File: config.mk
export PLATFORM = sky130hd
export DESIGN_NAME = conv_pixel_packer
export DESIGN_NICKNAME = d
export VERILOG_FILES = /design/src/rtl/conv_pixel_packer.sv
export SDC_FILE = /design/constraint.sdc
export NUM_CORES = 1
export LEC_CHECK = 0
export CORE_MARGIN = 3
export CORE_UTILIZATION = 55
export DETAILED_ROUTE_END_ITERATION = 8
export HOLD_SLACK_MARGIN = 0.05
export PLACE_DENSITY = 0.82
export REMOVE_ABC_BUFFERS = 1
export SYNTH_ARGS = -nofsm -noshare
export SYNTH_HDL_FRONTEND = slang
export SYNTH_SLANG_ARGS = --single-unit
File: constraint.sdc
create_clock -name clk -period 6.2 [get_ports clk]
set_input_delay 0.62 -clock clk [delete_from_list [all_inputs] [get_ports clk]]
set_output_delay 0.62 -clock clk [all_outputs]
set_load 0.005 [all_outputs]
File: src/rtl/conv_pixel_packer.sv
// Packs a PIX_W pixel stream into PACK-lane words and buffers them in a small
// first-word-fall-through FIFO with ready/valid output. A word commits when its
// last lane fills or when the frame's final pixel arrives (then possibly partial,
// with keep marking written lanes and last set). Words that meet a full FIFO with
// no simultaneous pop are dropped and raise a sticky overflow flag.
module conv_pixel_packer #(
  parameter int unsigned PIX_W      = 8,
  parameter int unsigned PACK       = 4,
  parameter int unsigned FIFO_DEPTH = 8,
  parameter int unsigned FRAME_PIX  = 196
) (
  input  logic                  clk,
  input  logic                  rst,
  input  logic                  in_valid,
  input  logic [PIX_W-1:0]      in_px,
  output logic                  out_valid,
  input  logic                  out_ready,
  output logic [PIX_W*PACK-1:0] out_data,
  output logic [PACK-1:0]       out_keep,
  output logic                  out_last,
  output logic                  frame_done,
  output logic                  overflow,
  input  logic                  clr_overflow
);

  localparam int unsigned OutW  = PIX_W * PACK;
  localparam int unsigned LaneW = (PACK > 1) ? $clog2(PACK) : 1;
  localparam int unsigned FrmW  = (FRAME_PIX > 1) ? $clog2(FRAME_PIX) : 1;
  localparam int unsigned PtrW  = (FIFO_DEPTH > 1) ? $clog2(FIFO_DEPTH) : 1;
  localparam int unsigned CntW  = PtrW + 1;

  // Assembly state
  logic [OutW-1:0]  asm_q, asm_d;
  logic [LaneW-1:0] lane_q, lane_d;
  logic [FrmW-1:0]  frm_q, frm_d;

  // FIFO state
  logic [OutW-1:0] mem_data_q [FIFO_DEPTH];
  logic [PACK-1:0] mem_keep_q [FIFO_DEPTH];
  logic            mem_last_q [FIFO_DEPTH];
  logic [PtrW-1:0] wr_ptr_q, wr_ptr_d;
  logic [PtrW-1:0] rd_ptr_q, rd_ptr_d;
  logic [CntW-1:0] cnt_q, cnt_d;

  logic frame_done_q, frame_done_d;
  logic overflow_q, overflow_d;

  logic [OutW-1:0] merged;
  logic [PACK-1:0] keep_c;
  logic            frame_end;
  logic            commit;
  logic            full;
  logic            pop;
  logic            push;
  logic            drop;

  // Merge the incoming pixel into the assembly word and decide whether it commits.
  always_comb begin
    merged                          = asm_q;
    merged[lane_q*PIX_W +: PIX_W]   = in_px;
    for (int k = 0; k < PACK; k++) begin
      keep_c[k] = (LaneW'(k) <= lane_q);
    end
    frame_end = (frm_q == FrmW'(FRAME_PIX - 1));
    commit    = in_valid && ((lane_q == LaneW'(PACK - 1)) || frame_end);
  end

  // FIFO handshake: a pop frees the slot the concurrent push needs, so full+pop never drops.
  always_comb begin
    full = (cnt_q == CntW'(FIFO_DEPTH));
    pop  = out_valid && out_ready;
    push = commit && (!full || pop);
    drop = commit && full && !pop;
  end

  // Next-state for lane/frame counters, assembly word, pointers and flags.
  always_comb begin
    asm_d        = asm_q;
    lane_d       = lane_q;
    frm_d        = frm_q;
    wr_ptr_d     = wr_ptr_q;
    rd_ptr_d     = rd_ptr_q;
    cnt_d        = cnt_q;
    frame_done_d = commit && frame_end;
    overflow_d   = overflow_q;

    if (in_valid) begin
      if (commit) begin
        // Clearing here keeps unwritten lanes of a partial word at zero.
        asm_d  = '0;
        lane_d = '0;
      end else begin
        asm_d  = merged;
        lane_d = lane_q + LaneW'(1);
      end
      frm_d = frame_end ? '0 : frm_q + FrmW'(1);
    end

    if (push) wr_ptr_d = wr_ptr_q + PtrW'(1);
    if (pop)  rd_ptr_d = rd_ptr_q + PtrW'(1);
    if (push && !pop)      cnt_d = cnt_q + CntW'(1);
    else if (pop && !push) cnt_d = cnt_q - CntW'(1);

    if (drop)              overflow_d = 1'b1;
    else if (clr_overflow) overflow_d = 1'b0;
  end

  // Control state register.
  always_ff @(posedge clk or posedge rst) begin
    if (rst) begin
      asm_q        <= '0;
      lane_q       <= '0;
      frm_q        <= '0;
      wr_ptr_q     <= '0;
      rd_ptr_q     <= '0;
      cnt_q        <= '0;
      frame_done_q <= 1'b0;
      overflow_q   <= 1'b0;
    end else begin
      asm_q        <= asm_d;
      lane_q       <= lane_d;
      frm_q        <= frm_d;
      wr_ptr_q     <= wr_ptr_d;
      rd_ptr_q     <= rd_ptr_d;
      cnt_q        <= cnt_d;
      frame_done_q <= frame_done_d;
      overflow_q   <= overflow_d;
    end
  end

  // FIFO storage; contents are don't-care until written, outputs are gated when empty.
  always_ff @(posedge clk) begin
    if (push) begin
      mem_data_q[wr_ptr_q] <= merged;
      mem_keep_q[wr_ptr_q] <= keep_c;
      mem_last_q[wr_ptr_q] <= frame_end;
    end
  end

  // Head-of-FIFO outputs, forced to zero when empty.
  always_comb begin
    out_valid  = (cnt_q != '0);
    out_data   = out_valid ? mem_data_q[rd_ptr_q] : '0;
    out_keep   = out_valid ? mem_keep_q[rd_ptr_q] : '0;
    out_last   = out_valid ? mem_last_q[rd_ptr_q] : 1'b0;
    frame_done = frame_done_q;
    overflow   = overflow_q;
  end

endmodule

# ---- Word-level counts from Yosys, hierarchy flattened
# Memory sizes are Yosys's and may differ from the RTL's.
# Index checks and enable logic that the tools add are counted.
dict set report op_classes {
  addsub 7
  magnitude_cmp 4
  n_eq_ne 3
  shifts 2
  n_mux 13
  n_reduce_logical 16
}
# cell count
set ops {}
lappend ops {{$mux W32} 2}
lappend ops {{$neg A5 Y34} 1}
lappend ops {{$shift A8 B34 Y32 const A} 1}
lappend ops {{$shiftx A8 B34 Y32} 1}
lappend ops {{$bwmux W32} 1}
lappend ops {{$mux W4} 3}
lappend ops {{$add A8 B1 Y8 const B} 1}
lappend ops {{$eq A8 B8 Y1 const B} 1}
lappend ops {{$logic_and A1 B1 Y1} 8}
lappend ops {{$mux W8} 1}
lappend ops {{$add A3 B1 Y3 const B} 2}
lappend ops {{$mux W1} 5}
lappend ops {{$add A4 B1 Y4 const B} 1}
lappend ops {{$eq A4 B4 Y1 const B} 1}
lappend ops {{$le A1 B2 Y1 const A} 2}
lappend ops {{$le A2 B2 Y1 const A} 2}
lappend ops {{$reduce_bool A2 Y1} 2}
lappend ops {{$reduce_bool A4 Y1} 1}
lappend ops {{$sub A4 B1 Y4 const B} 1}
lappend ops {{$logic_not A1 Y1} 3}
lappend ops {{$add A2 B1 Y2 const B} 1}
lappend ops {{$eq A2 B2 Y1 const B} 1}
lappend ops {{$logic_or A1 B1 Y1} 2}
lappend ops {{$mux W2} 1}
dict set report totals {
  regBits 54
  ram_bits 296
  inputBits 13
  output_inout_bits 40
  wordCells 56
  mem_count 3
}
# name words width rd rd_ports_with_merged_regs write_ports line_no
set memory_table {}
lappend memory_table {mem_data_q 8 32 1 0 1 38} ;# logic [OutW-1:0] mem_data_q [FIFO_DEPTH];
lappend memory_table {mem_keep_q 8 4 1 0 1 39} ;# logic [PACK-1:0] mem_keep_q [FIFO_DEPTH];
lappend memory_table {mem_last_q 8 1 1 0 1 40} ;# logic mem_last_q [FIFO_DEPTH];

# ---- Depth between registers and ports, before layout
# Gate-level depths: netlist of run 1.
dict set report depth {
  word_depth 8
  mapped_depth 12
  depth_no_buf 12
}

# ---- Least setup slack after synthesis of run 1
# Ideal clock, no wire load.
dict set report synth_timing {
  path_kind {reg-to-reg}
  startpoint {register frm_q[2]}
  endpoint {memory mem_data_q[2][0] (netlist bit), enable pin}
  setup_time_ns 0.532
  t_arrival_ns 5.359
  t_required_ns 5.668
  path_slack_ns 0.308
  path_stages_with_launch 5
  n_path_buf 0
  synth_period_minus_slack_ns 5.892
  cell_sequence {dfrtp_1 > or4b_4 > nor3_4 > o211ai_4 > nor4b_1}
}
dict set report synth_between {
  elab_chain_cells 6
}
# item line_no
set synth_lines {}
lappend synth_lines {{start: declaration} 35} ;# logic [FrmW-1:0] frm_q, frm_d;
lappend synth_lines {{start signal: assignment} 122} ;# frm_q <= frm_d;
lappend synth_lines {{$eq A8 B8 Y1} 64} ;# frame_end = (frm_q == FrmW'(FRAME_PIX - 1));
lappend synth_lines {{named net frame_end} 50} ;# logic frame_end;
lappend synth_lines {{$logic_or A1 B1 Y1} 65} ;# commit = in_valid && ((lane_q == LaneW'(PACK - 1)) || frame_end);
lappend synth_lines {{$logic_and A1 B1 Y1} 65}
lappend synth_lines {{$logic_and A1 B1 Y1} 72} ;# push = commit && (!full || pop);
lappend synth_lines {{$mux W1} 133} ;# if (push) begin
lappend synth_lines {{$mux W1 (implied by the code)} 134} ;# mem_data_q[wr_ptr_q] <= merged;
lappend synth_lines {{end: declaration} 38}
# The timed path passes the listed nets, and every way through them passes these cells.

# ---- Worst setup path after layout of run 1
dict set report layout_timing {
  startpoint {register rd_ptr_q[1]}
  endpoint {output out_keep[1]}
}
dict set report layout_between {
  elab_chain_cells 2
}
# item line_no
set layout_lines {}
lappend layout_lines {{start: declaration} 42} ;# logic [PtrW-1:0] rd_ptr_q, rd_ptr_d;
lappend layout_lines {{start signal: assignment} 124} ;# rd_ptr_q <= rd_ptr_d;
lappend layout_lines {{$mem_v2 Z8 W4} --}
lappend layout_lines {{$mux W4} 144} ;# out_keep = out_valid ? mem_keep_q[rd_ptr_q] : '0;
lappend layout_lines {{end: declaration} 19} ;# output logic [PACK-1:0] out_keep,
# No other way between the ends.

==> results.txt, run 1 <==
clock slew at reported path FFs = 0.06 ns
HP Class = reg2reg
Post-Synth XOR/XNOR Area = 0.567%
DR vias/cell = 6.02
Post-CTS Resized = 0
final slew viol count = 0
Netlist Area Pre-Place = 13,900 µm²
R2R Path End = cnt_q[3]$_DFFE_PP0P_
period utilization = 63.7%
Arr. time, crit path = 3.33 ns
fmax = 253 MHz
unrepaired setup endpoints after global routing = no
RR Startpoint = frm_q[2]$_DFFE_PP0P_
synth unique cells = 47
area of the multi-input gates = 3430 µm²
# rows = 57
Initial Util = 56.5%
# DRC = 0
Detailed Place HPWL = 15,700 µm
Worst Hold End = overflow$_DFFE_PP0P_
VDD IR max = 235 µV
setup slack, reg-to-reg = 2.77 ns
Max-cap violations = 0
Clock Latency Late Sink = 0.51 ns
setup violators final = 0
Synthesis Warnings = 0
ratio of cells with drive above 1 in the final layout = 19.9%
status = finished, final reports clean
Layout fillers = 1,623
Sequential Area = 10,000 µm²
Setup Skew = 0.0142 ns
Die Ht = 165 µm
CTS Sinks = 342
PwrDens = 458 nW/µm²
Setup WS pre-CTS = 2.79 ns
Core ar. = 24,600 µm²
setup TNS = 0 ns
DRT Pass-1 Iters = 5
Worst Path Max Fanout = 38
Hold Path Depth = 2
H-Tree Depth = 2
fin nets = 869
first-pass GRT wire length = 43,300 µm
Slew HR = 26.8%
post-synthesis sequential area ratio = 71.9%
Leak = 5.76 nW
Initial DRC Count = 730
CP Class = reg2out
GPL Wtd Cong = 0.787
min Tclk post-route = 3.95 ns
CP Capture Type = primary output
post-synthesis area per instance = 17.9 µm²
main combinational cell family by area after synthesis = multiplexers
hold_buf cts = 0
initial antenna violation count = 1
Root Driver = clkbuf_16
fraction of the mapped netlist area in adder cells = 1.31%
IO Pins = 53
total wire length = 27,600 µm
Design Power = 7.32 mW
Synth Area in Compound Gates = 4.36%
Post-Synthesis Cells = 777
CTS Buf Count = 34
overall die area = 27,200 µm²
DRT antenna net count = 0
DR vias = 7,172
vias in the first global route = 7,563
Crit path required time = 5.58 ns
antenna fix cells = 0
final hold vios = 0
GRT Residual Overflow = 0
Post-Synth Simple-Gate Area = 3.36%
flip-flop and latch count after synthesis = 342
GRT Overall Usage = 21.2%
Worst-Margin Slew = 1.10 ns
Die Width = 165 µm
Longest Clk Path Bufs = 3
startpoint type of the worst setup path = flop
worst hold start = overflow$_DFFE_PP0P_
post-route setup slack = 2.25 ns
largest net degree at the start of global routing = 55
DR WL/cell = 23.1 µm
R2R cell count = 10
post-CTS setup buffers = 0
Area growth, synth to finish = 14.9%
CTS tree = done
multiplexer share of the synthesized area = 14.7%
I/O Buffers = 52
-- cells by family after synthesis --
group                    after synthesis
buffers and inverters                120
XOR/XNOR                               9
flip-flops                           342
adder cells (fa/ha/maj)               14
multiplexers                         114
AO/OA/AOI/OAI                         83
AND/OR/NAND/NOR                       95
-- critical path, stage by stage, from the launching register on --
cell,delay [ns]
dfrtp_2,1.01
buf_4,0.61
mux4_2,0.40
mux2i_1,0.23
nor2_1,0.07
clkdlybuf4s50_1,0.46
-- worst max path at each step --
stage | from | to | slack [ns]
global route | rd_ptr_q[1]$_DFFE_PP0N_ | out_data[23] | 2.12
detailed placement | frm_q[2]$_DFFE_PP0P_ | cnt_q[3]$_DFFE_PP0P_ | 2.79
floorplan | frm_q[2]$_DFFE_PP0P_ | mem_data_q[2][0]$_DFFE_PP_ | 0.31
finish | rd_ptr_q[1]$_DFFE_PP0N_ | out_keep[1] | 2.25
CTS | rd_ptr_q[1]$_DFFE_PP0N_ | out_keep[1] | 2.23
global placement | rd_ptr_q[1]$_DFFE_PP0N_ | out_data[18] | 2.86
-- power by group --
group | switching [mW] | internal [mW]
registers | 0.249 | 2.82
logic | 0.997 | 1.13
clock network | 0.829 | 1.29
-- cell usage after synthesis (all sizes together) --
master	count	area share, %
a2111oi	1	0.063
xnor2	9	0.57
mux2	4	0.32
nand3	4	0.14
fa	1	0.14
inv	76	2.1
clkbuf	25	0.68
o2111ai	1	0.063
mux2i	38	2.7
buf	18	0.97
a2bb2oi	8	0.50
clkinv	1	0.027
o21a	17	0.92
a21o	2	0.12
or4b	1	0.099
nand3b	1	0.054
nor2	39	1.1
edfxtp	288	62
and2	1	0.054
nor4bb	1	0.072
and4b	3	0.22
o211ai	2	0.21
nor4	2	0.090
or2	1	0.045
mux4	72	12
o22ai	35	1.7
nor4b	3	0.19
nor3	9	0.41
nand2	25	0.68
dfrtp	54	9.7
a221o	1	0.081
ha	13	1.2
or3b	1	0.063
and4	1	0.063
a21oi	1	0.036
a22oi	8	0.43
o21ai	6	0.22
o31ai	1	0.054
nand4	3	0.14
-- layout by cell type, fill, tap and decap left out, drive strengths merged, types with 8 or more instances in the layout --
| master | n |
|---|---|
| edfxtp | 288 |
| nor3 | 9 |
| nor2 | 39 |
| mux4 | 72 |
| ha | 13 |
| mux2i | 38 |
| a22oi | 8 |
| clkdlybuf4s50 | 51 |
| dfrtp | 54 |
| nand2 | 25 |
| o21a | 17 |
| buf | 20 |
| clkbuf | 50 |
| o22ai | 35 |
| inv | 78 |
| xnor2 | 9 |
| a2bb2oi | 8 |
-- per-stage QoR --
step                utilization, %  instance area (µm²)  cells  hold slack, ns
finish                        64.9                16000   1192           0.531
global route                  64.9                16000   1192           0.556
CTS                           64.9                16000   1191           0.530
detailed placement            60.1                14800   1129           0.521
global placement              60.1                14800   1129           0.513
floorplan                        -                13700    734           0.489
-- metal layers --
layer  up-vias  global-route usage [%]  share of wire [%]
li1       3131                       -                  -
met1      3734                    29.6                 41
met2       239                    35.2                 51
met3        66                    3.03                5.5
met4         2                    6.48                2.6
met5         -                       0              0.047
-- cell type report --
class / instances / share of cell area, %
clock buffers: 49 / 6.20
clock inverters: 13 / 1.18
inverters: 77 / 1.81
multi-input cells: 315 / 21.5
flip-flops and latches: 342 / 62.7
well taps: 324 / 2.54
repair buffers: 72 / 4.15
-- state kept, by name, indices dropped and copies added (netlist names) --
register / count
mem_data_q: 256
asm_q: 32
mem_keep_q: 24
frm_q: 8
mem_last_q: 8
cnt_q: 4
rd_ptr_q: 3
wr_ptr_q: 3
lane_q: 2
frame_done: 1
overflow: 1
No activity file was read; power rests on OpenSTA's default activity.
==> run 2: changes to the inputs <==
--- a/config.mk
+++ b/config.mk
@@ -9,7 +9,7 @@
 export CORE_UTILIZATION = 55
 export DETAILED_ROUTE_END_ITERATION = 8
 export HOLD_SLACK_MARGIN = 0.05
-export PLACE_DENSITY = 0.82
+export PLACE_DENSITY = 0.79
 export REMOVE_ABC_BUFFERS = 1
 export SYNTH_ARGS = -nofsm -noshare
 export SYNTH_HDL_FRONTEND = slang
==> constraint.sdc (replaced) <==
create_clock -name clk -period 4.05 [get_ports clk]
set_input_delay 0.405 -clock clk [delete_from_list [all_inputs] [get_ports clk]]
set_output_delay 0.405 -clock clk [all_outputs]
set_load 0.005 [all_outputs]
==> run 2 against run 1 <==
- sequential share of layout area decreased by 0.56 points
- sequential power increased by 53%
- non-clock buffer count increased by 3
- register-to-register slack got worse by 1.8 ns
- worst setup slack got worse by 1.6 ns
- first-iteration DRC count decreased by 5.8%
- final area increased by 0.91%
- hold slack got worse by 0.19 ns
- via count about the same
- critical path type unchanged
- critical endpoint is now out_data[24]
- largest power group unchanged
- highest routed layer unchanged
==> results.txt, run 2 (same netlist as run 1, synthesis figures left out) <==
status = finished, final reports clean
R2R Path End = cnt_q[3]$_DFFE_PP0P_
post-CTS setup buffers = 0
hold slack = 0.336 ns
switching part of the total = 28.1%
VDD IR max = 423 µV
PwrDens = 704 nW/µm²
critical path cell sequence = buf_4 -> mux4_2 -> mux2i_1 -> nor2_1 -> clkdlybuf4s50_1
CP Capture Type = primary output
NetSw = 3.18 mW
# rows = 57
CP Capture Point = out_data[24]
DR WL/cell = 23.0 µm
Worst-Margin Slew = 1.01 ns
startpoint type of the worst setup path = flop
initial antenna violation count = 2
Core ar. = 24,600 µm²
Area growth, synth to finish = 15.9%
Root Driver = clkbuf_16
Clock power frac = 29.6%
GRT Overall Usage = 21.0%
first-pass GRT wire length = 42,700 µm
Slew HR = 32.2%
CTS Sinks = 342
R2R cell count = 10
unrepaired setup endpoints after global routing = no
# DRC = 0
largest net degree at the start of global routing = 47
final design utilization = 65.5%
vias in the first global route = 7,432
DR vias = 7,168
min Tclk post-route = 3.37 ns
CP Class = reg2out
GPL Wtd Cong = 0.779
P_int = 8.17 mW
Arr. time, crit path = 2.96 ns
RR Startpoint = frm_q[5]$_DFFE_PP0P_
Most flops, register = mem_data_q
DRT Pass-1 Iters = 5
Die Width = 165 µm
GRT Residual Overflow = 0
CTS tree = done
setup TNS = 0 ns
Post-Layout Cell Count = 1,198
setup slack, reg-to-reg = 1.01 ns
max reg flops = 256
antenna fix cells = 0
Design Power = 11.4 mW
final slew viol count = 0
clock slew at reported path FFs = 0.06 ns
Crit path required time = 3.64 ns
DRT antenna net count = 0
IO Pins = 53
sequential share of power = 41.3%
Die Ht = 165 µm
fin nets = 874
hold_buf cts = 0
overall die area = 27,200 µm²
Setup Skew = 0.0152 ns
Initial DRC Count = 688
ratio of cells with drive above 1 in the final layout = 20.3%
commonest non-fill, non-tap cell in the layout = edfxtp_1
top flop regs = mem_data_q: 256 flops, asm_q: 32 flops, mem_keep_q: 24 flops
delay-heaviest family, CP = buffers and inverters
slowest CP cell = dfrtp_4
Setup crit start = rd_ptr_q[0]$_DFFE_PP0N_
most frequent cells in the layout = edfxtp_1, inv_1, mux4_2
Detailed Place HPWL = 15,700 µm
final hold vios = 0
Leak = 5.83 nW
Initial Util = 56.5%
Post-CTS Resized = 0
Max-cap violations = 0
setup violators final = 0
I/O Buffers = 52
period utilization = 83.2%
worst path bufs/invs = 2
total wire length = 27,500 µm
HP Class = in2reg
fmax = 297 MHz
Gate power share = 29.1%
H-Tree Depth = 2
Layout fillers = 1,621
Crit path depth = 5
Clock Latency Late Sink = 0.51 ns
DR vias/cell = 5.98
Max stage delay on crit path = 0.80 ns
number of placed instances, taps included = 1,133
Longest Clk Path Bufs = 3
Worst Path Max Fanout = 27
CTS Buf Count = 36
==> run 2: changes by cell type in the layout (fill, tap and decap cells not counted) <==
cell	before	now
clkinv_1	1	8
buf_12	0	5
clkbuf_1	9	4
clkbuf_16	36	38
clkbuf_8	4	6
clkinvlp_4	2	0
inv_6	2	0
buf_4	19	18
clkbuf_2	1	0
clkinv_2	4	5
==> run 2: worst min path at each step <==
stage          cells past startpoint                 endpoint  slack [ns]                   from
2_1_floorplan                      1     frm_q[3]$_DFFE_PP0P_        0.49   frm_q[3]$_DFFE_PP0P_
4_1_cts                            3  wr_ptr_q[0]$_DFFE_PP0P_        0.32               in_valid
5_1_grt                            3  wr_ptr_q[0]$_DFFE_PP0P_        0.36               in_valid
3_5_place_dp                       2    asm_q[11]$_DFFE_PP0P_        0.52  asm_q[11]$_DFFE_PP0P_
6_report                           3  wr_ptr_q[0]$_DFFE_PP0P_        0.34               in_valid
3_3_place_gp                       1     frm_q[3]$_DFFE_PP0P_        0.51   frm_q[3]$_DFFE_PP0P_
==> run 2: layer usage <==
metal | vias to the layer above | global-route usage, % | wire length, µm
li1 | 3148 | - | -
met1 | 3740 | 29.7 | 11400
met2 | 227 | 34.3 | 14000
met3 | 49 | 3.61 | 1550
met4 | 4 | 5.64 | 563
met5 | - | 0 | 25
==> run 2: final cells by class <==
class / count / area, µm² / share of cell area (%)
flip-flops and latches: 342 / 10000 / 62.1
multi-input cells: 315 / 3430 / 21.3
clock buffers: 48 / 1050 / 6.51
repair buffers: 75 / 751 / 4.66
well taps: 324 / 405 / 2.52
inverters: 77 / 289 / 1.79
clock inverters: 17 / 188 / 1.16
==> run 2: per-stage QoR <==
step	cell area (µm²)	setup WS (ns)
2_1_floorplan	13700	-1.84
3_3_place_gp	14900	1.08
3_5_place_dp	14900	1.06
4_1_cts	16100	0.599
5_1_grt	16100	0.475
6_report	16100	0.681
==> run 2: tightest hold or removal path, delay by kind of cell <==
kind	cells	cell delay (ns)
AOI/OAI and AO/OA	1	0.18
buffers and inverters	1	0.12
xor gates and xnor gates	1	0.09
==> run 2: power groups by stage <==
| stage | Clock [mW] | Combinational (mW) | Sequential [mW] |
|---|---|---|---|
| 6_report | 3.36 | 3.30 | 4.69 |
| 5_1_grt | 3.55 | 3.63 | 4.73 |
| 4_1_cts | 3.41 | 3.37 | 4.69 |
| 3_5_place_dp | 0 | 3.33 | 4.76 |
| 3_3_place_gp | 0 | 3.27 | 4.73 |
| 2_1_floorplan | 0 | 1.97 | 4.84 |
==> run 3: changes to the inputs <==
==> constraint.sdc (replaced) <==
create_clock -name clk -period 3.3 [get_ports clk]
set_input_delay 0.33 -clock clk [delete_from_list [all_inputs] [get_ports clk]]
set_output_delay 0.33 -clock clk [all_outputs]
set_load 0.005 [all_outputs]
==> run 3 against run 2 <==
- total power up 21%
- worst setup slack worse by 0.53 ns
- final cell count up 0.33%
- wire length up 1.0%
- first-iteration DRC count up 5.5%
- final area down 0.51%
- via count up 0.74%
- count of clock-buffer cells in the layout up 1
- core utilization down 0.34 points
- register-to-register slack worse by 0.86 ns
- highest routed layer is now met4
==> results.txt, run 3 (same netlist as run 1, synthesis figures left out) <==
final design utilization = 65.2%
Slew HR = 64.6%
post-route setup slack = 0.154 ns
vias in the first global route = 7,583
Detailed Place HPWL = 16,100 µm
VDD IR max = 568 µV
IO Pins = 53
Die Ht = 165 µm
Longest Clk Path Bufs = 3
Setup Skew = 0.00885 ns
H-Tree Depth = 2
Arr. time, crit path = 3.50 ns
DRT antenna net count = 0
min Tclk post-route = 3.15 ns
overall die area = 27,200 µm²
CP Capture Type = flop
Sequential Area = 10,000 µm²
Initial Util = 56.5%
PwrDens = 854 nW/µm²
Initial DRC Count = 726
Clock Latency Late Sink = 0.50 ns
hold slack = 0.141 ns
antenna fix cells = 0
worst path bufs/invs = 2
# DRC = 0
Design Power = 13.7 mW
GPL Wtd Cong = 0.779
final hold vios = 0
most used cell, CP = ha_1
I/O Buffers = 52
Max stage delay on crit path = 0.55 ns
RR Startpoint = frm_q[2]$_DFFE_PP0P_
Most flops, register = mem_data_q
period utilization = 95.3%
commonest non-fill, non-tap cell in the layout = edfxtp_1
clock slew at reported path FFs = 0.06 ns
initial antenna violation count = 0
max reg flops = 256
CTS Sinks = 342
Die Width = 165 µm
Root Driver = clkbuf_16
Leak = 5.80 nW
Worst Path Max Fanout = 8
area of the multi-input gates = 3430 µm²
first-pass GRT wire length = 42,800 µm
top flop regs = mem_data_q: 256 flops, asm_q: 32 flops, mem_keep_q: 24 flops
Layout fillers = 1,591
DR vias/cell = 6.01
CTS tree = done
delay-heaviest family, CP = compound AO/OA/AOI/OAI gates
most frequent cells in the layout = edfxtp_1, inv_1, mux4_2
total wire length = 27,800 µm
fin nets = 880
setup violators final = 0
status = finished, final reports clean
Core ar. = 24,600 µm²
# rows = 57
Area growth, synth to finish = 15.3%
Crit path required time = 3.66 ns
startpoint type of the worst setup path = flop
largest net degree at the start of global routing = 73
CTS Buf Count = 35
GRT Overall Usage = 21.0%
GRT Residual Overflow = 0
ratio of cells with drive above 1 in the final layout = 20.3%
HP Class = in2async
R2R cell count = 10
R2R Path End = cnt_q[3]$_DFFE_PP0P_
Crit path depth = 10
DR vias = 7,221
DRT Pass-1 Iters = 5
setup slack, reg-to-reg = 0.15 ns
Setup WS pre-CTS = 0.198 ns
CP Class = reg2reg
Worst-Margin Slew = 0.530 ns
critical path cell sequence = or4b_4 -> nor3_4 -> o211ai_4 -> inv_2 -> ha_1 -> inv_1 -> ha_1 -> a21o_1 -> a2111oi_1 -> o31ai_1
DR WL/cell = 23.1 µm
fmax = 318 MHz
slowest CP cell = or4b_4
unrepaired setup endpoints after global routing = no
Max-cap violations = 0
final slew viol count = 0
==> run 3: changes by cell type in the layout (fill, tap and decap cells not counted), moves of 2 or more <==
cell       previous run  this run
buf_4                18        25
clkinv_1              8         5
clkbuf_8              6         2
clkbuf_1              4        10
bufinv_16             4         2
==> run 3: layout make-up <==
class / count / area share [%]
inverters: 77 / 1.80
clock buffers: 49 / 6.18
multi-input cells: 315 / 21.4
flip-flops and latches: 342 / 62.4
repair buffers: 82 / 4.98
well taps: 324 / 2.53
clock inverters: 13 / 0.710
==> run 3: how the worst max path moves through the flow <==
stage	start	end	slack (ns)
after floorplan	frm_q[2]$_DFFE_PP0P_	mem_data_q[2][0]$_DFFE_PP_	-2.59
after global placement	frm_q[2]$_DFFE_PP0P_	cnt_q[3]$_DFFE_PP0P_	0.37
after detailed placement	frm_q[2]$_DFFE_PP0P_	cnt_q[3]$_DFFE_PP0P_	0.20
after CTS	rd_ptr_q[0]$_DFFE_PP0N_	out_data[3]	0.06
after global routing	frm_q[2]$_DFFE_PP0P_	cnt_q[3]$_DFFE_PP0P_	0.05
final	frm_q[2]$_DFFE_PP0P_	cnt_q[3]$_DFFE_PP0P_	0.15
==> run 3: power by group <==
part / switching, mW / internal (mW)
Clock: 1.52 / 2.25
Sequential: 0.297 / 5.30
Combinational: 2.09 / 2.23
==> run 3: what timing repair did <==
item                       4_1_cts  5_1_grt
hold buffers                     0        0
setup endpoints to repair        0        4
resized for setup                0        1
setup buffers                    0        1
==> run 3: metal layers <==
layer  vias to the layer above  part of all wire, %  track usage, %
li1                       3156                    -               -
met4                         0                  2.6            6.52
met5                         -                    0               0
met3                        63                  6.0            3.06
met2                       268                   50            34.6
met1                      3734                   41            29.6
==> run 3: metrics by stage <==
step	cell area, µm²	TNS [ns]	std cells
after global routing	16000	0	1202
after global placement	14900	0	1139
after floorplan	13700	-449.92	734
after CTS	16000	0	1201
final	16000	0	1202
after detailed placement	14900	0	1139
